## src/rtl/wb_port_arbiter_if.sv

```systemverilog
// Multi-cycle result channel into the writeback port arbiter.
// valid/ready: a result transfers on a cycle where valid && ready. Once valid is raised,
// rd_addr and data stay stable until that transfer. ready never depends on valid.
interface wb_port_arbiter_if #(
  parameter int REG_ADDR_WIDTH = 5,
  parameter int DATA_WIDTH     = 32
) ();
  logic                      valid;
  logic                      ready;
  logic [REG_ADDR_WIDTH-1:0] rd_addr;
  logic [DATA_WIDTH-1:0]     data;

  modport master (output valid, output rd_addr, output data, input ready);
  modport slave  (input valid, input rd_addr, input data, output ready);
endinterface

```

## src/rtl/wb_port_arbiter.sv

```systemverilog
// Register-file write-port arbiter: pipeline writeback first, multi-cycle results buffered in order.
// Optional WB_ARB_PERF_EN adds perf_stall_cnt_o, a saturating count of stall_pipe_o cycles.
module wb_port_arbiter #(
  parameter int DEPTH          = 2,
  parameter int STARVE_LIMIT   = 4,
  parameter int REG_ADDR_WIDTH = 5,
  parameter int DATA_WIDTH     = 32
) (
  input  logic                      clk,
  input  logic                      rst_n,
  wb_port_arbiter_if.slave          mc,
  input  logic                      reg_write_wb_i,
  input  logic [REG_ADDR_WIDTH-1:0] rd_addr_wb_i,
  input  logic [DATA_WIDTH-1:0]     result_wb_i,
  output logic                      rf_we_o,
  output logic [REG_ADDR_WIDTH-1:0] rf_waddr_o,
  output logic [DATA_WIDTH-1:0]     rf_wdata_o,
  output logic                      stall_pipe_o,
  input  logic [REG_ADDR_WIDTH-1:0] chk_rd_i,
  output logic                      chk_pend_o,
  output logic [1:0]                dbg_state_o
`ifdef WB_ARB_PERF_EN
  ,
  output logic [31:0]               perf_stall_cnt_o
`endif
);

  localparam int PW = (DEPTH > 1) ? $clog2(DEPTH) : 1;
  localparam int CW = $clog2(DEPTH + 1);
  localparam int WW = $clog2(STARVE_LIMIT + 1);

  typedef enum logic [1:0] {
    ST_IDLE  = 2'd0,
    ST_PEND  = 2'd1,
    ST_DRAIN = 2'd2
  } state_t;

  state_t                    state, state_nxt;
  logic [CW-1:0]             count, count_nxt;
  logic [WW-1:0]             wait_cnt, wait_nxt;
  logic [PW-1:0]             rd_ptr, wr_ptr;
  logic [DEPTH-1:0]          buf_vld;
  logic [REG_ADDR_WIDTH-1:0] buf_rd   [DEPTH];
  logic [DATA_WIDTH-1:0]     buf_data [DEPTH];

  logic buf_empty, xfer, pipe_we, head_grant, bypass, enq;

  function automatic logic [PW-1:0] ptr_inc(input logic [PW-1:0] p);
    return (p == PW'(DEPTH - 1)) ? '0 : p + PW'(1);
  endfunction

  // Ready looks only at registered state so a dequeue cannot open a slot in the same cycle.
  assign buf_empty  = (count == '0);
  assign mc.ready   = rst_n && (count < CW'(DEPTH)) && (state != ST_DRAIN);
  assign xfer       = mc.valid && mc.ready;
  assign pipe_we    = rst_n && reg_write_wb_i && (rd_addr_wb_i != '0);
  assign head_grant = rst_n && !pipe_we && !buf_empty;
  assign bypass     = !pipe_we && buf_empty && xfer && (mc.rd_addr != '0);
  assign enq        = xfer && (mc.rd_addr != '0) && !bypass;

  always_comb begin
    rf_we_o    = 1'b0;
    rf_waddr_o = '0;
    rf_wdata_o = '0;
    if (pipe_we) begin
      rf_we_o    = 1'b1;
      rf_waddr_o = rd_addr_wb_i;
      rf_wdata_o = result_wb_i;
    end else if (head_grant) begin
      rf_we_o    = 1'b1;
      rf_waddr_o = buf_rd[rd_ptr];
      rf_wdata_o = buf_data[rd_ptr];
    end else if (bypass) begin
      rf_we_o    = 1'b1;
      rf_waddr_o = mc.rd_addr;
      rf_wdata_o = mc.data;
    end
  end

  always_comb begin
    count_nxt = count;
    if (enq && !head_grant)      count_nxt = count + CW'(1);
    else if (!enq && head_grant) count_nxt = count - CW'(1);
  end

  always_comb begin
    wait_nxt = '0;
    if (!buf_empty && !head_grant)
      wait_nxt = (wait_cnt == WW'(STARVE_LIMIT)) ? wait_cnt : wait_cnt + WW'(1);
  end

  always_comb begin
    state_nxt = state;
    case (state)
      ST_IDLE:  if (count_nxt != '0) state_nxt = ST_PEND;
      ST_PEND: begin
        if (count_nxt == '0)                     state_nxt = ST_IDLE;
        else if (wait_nxt == WW'(STARVE_LIMIT))  state_nxt = ST_DRAIN;
      end
      ST_DRAIN: if (count_nxt == '0) state_nxt = ST_IDLE;
      default:  state_nxt = ST_IDLE;
    endcase
  end

  always_ff @(posedge clk or negedge rst_n) begin
    if (!rst_n) begin
      state    <= ST_IDLE;
      count    <= '0;
      wait_cnt <= '0;
      rd_ptr   <= '0;
      wr_ptr   <= '0;
      buf_vld  <= '0;
    end else begin
      state    <= state_nxt;
      count    <= count_nxt;
      wait_cnt <= wait_nxt;
      if (enq) begin
        buf_vld[wr_ptr] <= 1'b1;
        wr_ptr          <= ptr_inc(wr_ptr);
      end
      if (head_grant) begin
        buf_vld[rd_ptr] <= 1'b0;
        rd_ptr          <= ptr_inc(rd_ptr);
      end
    end
  end

  // Payload needs no reset; buf_vld alone says which slots are meaningful.
  always_ff @(posedge clk) begin
    if (enq) begin
      buf_rd[wr_ptr]   <= mc.rd_addr;
      buf_data[wr_ptr] <= mc.data;
    end
  end

  always_comb begin
    chk_pend_o = 1'b0;
    for (int i = 0; i < DEPTH; i++) begin
      if (buf_vld[i] && (buf_rd[i] == chk_rd_i)) chk_pend_o = 1'b1;
    end
    if (chk_rd_i == '0) chk_pend_o = 1'b0;
  end

  assign stall_pipe_o = (state == ST_DRAIN);
  assign dbg_state_o  = state;

`ifdef WB_ARB_PERF_EN
  always_ff @(posedge clk or negedge rst_n) begin
    if (!rst_n)                                      perf_stall_cnt_o <= '0;
    else if (stall_pipe_o && (perf_stall_cnt_o != '1)) perf_stall_cnt_o <= perf_stall_cnt_o + 32'd1;
  end
`endif

endmodule
```

## src/flat_wrapper.sv

```systemverilog
// flat-port wrapper written by rule: the top's interface ports become plain ports
module wb_port_arbiter_flat 
#(
  parameter int DEPTH          = 2,
  parameter int STARVE_LIMIT   = 4,
  parameter int REG_ADDR_WIDTH = 5,
  parameter int DATA_WIDTH     = 32
)
  (clk, rst_n, reg_write_wb_i, rd_addr_wb_i, result_wb_i, rf_we_o, rf_waddr_o, rf_wdata_o, stall_pipe_o, chk_rd_i, chk_pend_o, dbg_state_o, mc_valid, mc_rd_addr, mc_data, mc_ready);
  wb_port_arbiter_if #(.REG_ADDR_WIDTH(REG_ADDR_WIDTH), .DATA_WIDTH(DATA_WIDTH)) mc_i ();
  input  logic clk;
  input  logic rst_n;
  input  logic reg_write_wb_i;
  input  logic [REG_ADDR_WIDTH-1:0] rd_addr_wb_i;
  input  logic [DATA_WIDTH-1:0] result_wb_i;
  output logic rf_we_o;
  output logic [REG_ADDR_WIDTH-1:0] rf_waddr_o;
  output logic [DATA_WIDTH-1:0] rf_wdata_o;
  output logic stall_pipe_o;
  input  logic [REG_ADDR_WIDTH-1:0] chk_rd_i;
  output logic chk_pend_o;
  output logic [1:0] dbg_state_o;
  input wire logic [$bits(mc_i.valid)-1:0] mc_valid;
  input wire logic [$bits(mc_i.rd_addr)-1:0] mc_rd_addr;
  input wire logic [$bits(mc_i.data)-1:0] mc_data;
  output wire logic [$bits(mc_i.ready)-1:0] mc_ready;
  assign mc_i.valid = mc_valid;
  assign mc_i.rd_addr = mc_rd_addr;
  assign mc_i.data = mc_data;
  assign mc_ready = mc_i.ready;
  wb_port_arbiter #(.DEPTH(DEPTH), .STARVE_LIMIT(STARVE_LIMIT), .REG_ADDR_WIDTH(REG_ADDR_WIDTH), .DATA_WIDTH(DATA_WIDTH)) u_core (.clk(clk), .rst_n(rst_n), .mc(mc_i), .reg_write_wb_i(reg_write_wb_i), .rd_addr_wb_i(rd_addr_wb_i), .result_wb_i(result_wb_i), .rf_we_o(rf_we_o), .rf_waddr_o(rf_waddr_o), .rf_wdata_o(rf_wdata_o), .stall_pipe_o(stall_pipe_o), .chk_rd_i(chk_rd_i), .chk_pend_o(chk_pend_o), .dbg_state_o(dbg_state_o));
endmodule
```

## config.mk

```make
export PLATFORM = sky130hd
export DESIGN_NAME = wb_port_arbiter_flat
export DESIGN_NICKNAME = d
export VERILOG_FILES = /design/src/rtl/wb_port_arbiter_if.sv /design/src/rtl/wb_port_arbiter.sv /design/src/flat_wrapper.sv
export SDC_FILE = /design/constraint.sdc
export NUM_CORES = 1
export LEC_CHECK = 0
export CAP_MARGIN = 10
export CORE_ASPECT_RATIO = 0.9
export CORE_MARGIN = 10
export CORE_UTILIZATION = 30
export DETAILED_ROUTE_END_ITERATION = 7
export PLACE_DENSITY = 0.67
export SYNTH_ARGS = -nofsm -noshare
export SYNTH_HDL_FRONTEND = slang
export SYNTH_SLANG_ARGS = --single-unit
```

## constraint.sdc

```tcl
create_clock -name clk -period 5.8 [get_ports clk]
set_input_delay 0.58 -clock clk [delete_from_list [all_inputs] [get_ports clk]]
set_output_delay 0.58 -clock clk [all_outputs]
set_load 0.03 [all_outputs]
```

==> results.sh <==
export IMPL_status="completed"
export IMPL_fin_area_um2=5680
export IMPL_vias=3105
export IMPL_synth_cell_type_count=55
export IMPL_io_buffers=125
export IMPL_fp_coreArea_um2=12830
export IMPL_worst_ep_arrival_time_ps=3880
export IMPL_rows=39
export IMPL_cp_end_kind="output port"
export IMPL_place_area_um2=5388
export IMPL_grt_overflow_total=0
export IMPL_min_from="u_core.wr_ptr"
export IMPL_grt_use_met2_pct=18.12
export IMPL_wl_per_cell_um=18.61
export IMPL_multiInputGateArea_um2=1348
export IMPL_muxShareOfSynthArea_pct=1.257
export IMPL_cts_hold_buf=0
export IMPL_use_met3_pct=4.529
export IMPL_avgSynthCellArea_um2=13.18
export IMPL_grt_pass1_wl_mm=17.39
export IMPL_synthAdderAreaFrac_pct=0.9428
export IMPL_viasPerCell=5.218
export IMPL_seq_area_frac_synth_pct=62.73
export IMPL_drc=0
export IMPL_drive_gt1_share_pct=8.585
export IMPL_areaGrowthSynthToFinish_pct=42.68
export IMPL_cts_buffers=9
export IMPL_synth_async_reset_ratio_pct=12.94
export IMPL_fillers=1180
export IMPL_worstSetupEndpoint="rf_wdata_o[19]"
export IMPL_gp_congestion=0.8586
export IMPL_required_ps=5220
export IMPL_synth_compound_area_share_pct=18.54
export IMPL_worst_pin_slew_ps=942.2
export IMPL_grt_pass1_vias=3257
export IMPL_drt_initial_drc_count=306
export IMPL_syn_area_um2=3981
export IMPL_slew_headroom_pct=37.19
export IMPL_grt_use_total_pct=11.77
export IMPL_dieArea_um2=18290
export IMPL_r2r_start="u_core.count[0]"
export IMPL_firstDrtPassIters=7
export IMPL_cts_clk_slew_worst_paths_ps=50
export IMPL_seqCellArea_um2=2497
export IMPL_diodes=0
export IMPL_path_class="input pin to output port"
export IMPL_htree_levels=3
export IMPL_grt_start_max_net_pins=73
export IMPL_setup_viol=0
export IMPL_synth_xor_area_share_pct=3.080
export IMPL_utilization_pct=44.26
export IMPL_rsz0062_at_grt="false"
export IMPL_maxCapViolCount=0
export IMPL_synth_edf_count=74
export IMPL_ir_drop_uv=132.3
export IMPL_die_x_um=141.4
export IMPL_hold_class="flip-flop to flip-flop"
export IMPL_clock_fmax_mhz=224.2
export IMPL_hold_ws_ps=526.9
export IMPL_reg2reg_setup_slack_ps=3120
export IMPL_critPathMaxFanout=19
export IMPL_use_met1_pct=15.23
export IMPL_synth_nets=388
export IMPL_drv_slew=0
export IMPL_drt_total_wl_mm=11.07
export IMPL_ios=126
export IMPL_cts_resized=0
export IMPL_dp_hpwl_mm=7.820
export IMPL_fp_dieH_um=129.3
export IMPL_antenna_found_initial=0
export IMPL_detail_route_antenna_nets=0
export IMPL_cts_buffer_depth=2
export IMPL_crit_path_start_kind="input pin"
export IMPL_synthCells=302
export IMPL_synthFlopType="edfxtp_1"
export IMPL_yosys_warnings=0
export IMPL_cts_tree="built"
export IMPL_nNetsFinal=512
export IMPL_fin_crit_sh_pct=76.90
export IMPL_postCtsSetupRepairBufs=0
export IMPL_cts_sinks=85
export IMPL_initial_core_util_pct=31.02
export IMPL_p_per_area_nw_per_um2=365.4
export IMPL_timing_final_crit_period_ps=4460
export IMPL_reg2reg_to="u_core.buf_data[1][5]"
export IMPL_finalSetupTns_ps=0
export IMPL_synth_top_family_by_area="compound AO/OA/AOI/OAI gates"
export IMPL_clk_latency_ps=330
export IMPL_finalClockSkew_ps=12.76
export IMPL_cellLeakagePower_nw=1.936
export IMPL_yosys_area_share_simple_pct=9.837
export IMPL_yosys_register_bits=85
export IMPL_cp_startpoint="rst_n"
export IMPL_grt_busiest_layer="met2"
export IMPL_r2r_cells=6
export IMPL_ctsRootBufferMaster="clkbuf_16"
export IMPL_hold_viol_final=0
## registers in the layout, summed over array words and instances (netlist names)
name                flops
u_core.buf_rd          10
u_core.buf_data        64
u_core.count            2
u_core.dbg_state_o      2
u_core.rd_ptr           1
u_core.wr_ptr           1
u_core.wait_cnt         3
u_core.buf_vld          2
## critical path: stages
cell and delay, ps:
clkdlybuf4s50_1 450, buf_4 230, nor4b_2 320, a21oi_2 190, nor2_2 550, buf_4 380
a222oi_1 130, a21oi_1 280, clkdlybuf4s50_1 740
## layout make-up
type | count | area share (%)
Clock buffer | 10 | 4.031
Clock inverter | 6 | 1.123
Inverter | 11 | 0.7269
Multi-Input combinational cell | 188 | 23.72
Sequential cell | 85 | 43.96
Tap cell | 164 | 3.612
Timing Repair Buffer | 131 | 22.82
## worst min-delay path by stage
stage / end / slack [ps] / cells after the start
floorplan: u_core.buf_vld[0] / 280 / 0
global placement: u_core.wr_ptr / 510 / 1
detailed placement: u_core.wr_ptr / 520 / 1
CTS: u_core.wr_ptr / 530 / 1
global route: u_core.wr_ptr / 570 / 1
finish: u_core.wr_ptr / 530 / 1
## per-stage QoR
step                power (mW)  instances  setup slack, ps
finish                   2.075        595             1340
global route             2.196        595             1061
CTS                      2.104        595             1288
detailed placement       1.545        579             1298
global placement         1.532        579             1364
floorplan                1.257        302            633.0
## metal layers
metal | vias to the layer above | wire [µm]
met5 | - | 0
met2 | 125 | 4973
li1 | 1469 | -
met4 | 0 | 69
met1 | 1505 | 5064
met3 | 6 | 963
## power by group
part / total [mW] / internal, mW / switching, mW
combinational: 0.706 / 0.306 / 0.400
clock: 0.551 / 0.332 / 0.219
sequential: 0.818 / 0.759 / 0.0588
total: 2.08 / 1.40 / 0.679
## cell usage in the layout, fill, tap and decap left out, types with 3 or more instances in the layout
| cell type | instances |
|---|---|
| clkinvlp_4 | 4 |
| clkbuf_16 | 9 |
| xor2_1 | 9 |
| ha_1 | 3 |
| nor2_1 | 38 |
| a21oi_1 | 37 |
| buf_4 | 6 |
| a222oi_1 | 32 |
| o21ai_1 | 4 |
| clkdlybuf4s50_1 | 125 |
| edfxtp_1 | 74 |
| xnor2_1 | 5 |
| dfrtp_1 | 11 |
| nand3_1 | 3 |
| a22oi_1 | 5 |
| inv_1 | 11 |
| mux2i_1 | 5 |
## kinds of logic (layout without fill, tap and decap cells)
kind of cell	after synthesis	after routing
buffers and inverters	29	158
DFF	85	85
adders and majority gates	3	3
AOI/OAI and AO/OA	96	96
xor gates and xnor gates	14	14
and+or+nand+nor	70	70
muxes	5	5
## synthesized netlist by cell type (all sizes together) (2+ instances only)
cell type,n,area [µm²]
nor4,4,31.28
buf,12,80.07
ha,3,37.54
a221oi,3,32.53
and2,3,18.77
xor2,9,78.83
or4,2,18.77
nand3,4,25.02
a21o,2,15.01
a22oi,5,37.54
mux2i,5,50.05
xnor2,5,43.79
nor3,2,10.01
nand2,2,7.510
dfrtp,11,275.3
a21oi,38,193.9
a222oi,32,320.3
and2b,2,17.52
edfxtp,74,2222
nor2,42,186.4
inv,11,41.29
o21ai,5,25.02
o211ai,2,15.01
clkbuf,6,22.52
o31ai,2,33.78
No activity file was read; power rests on OpenSTA's default activity.
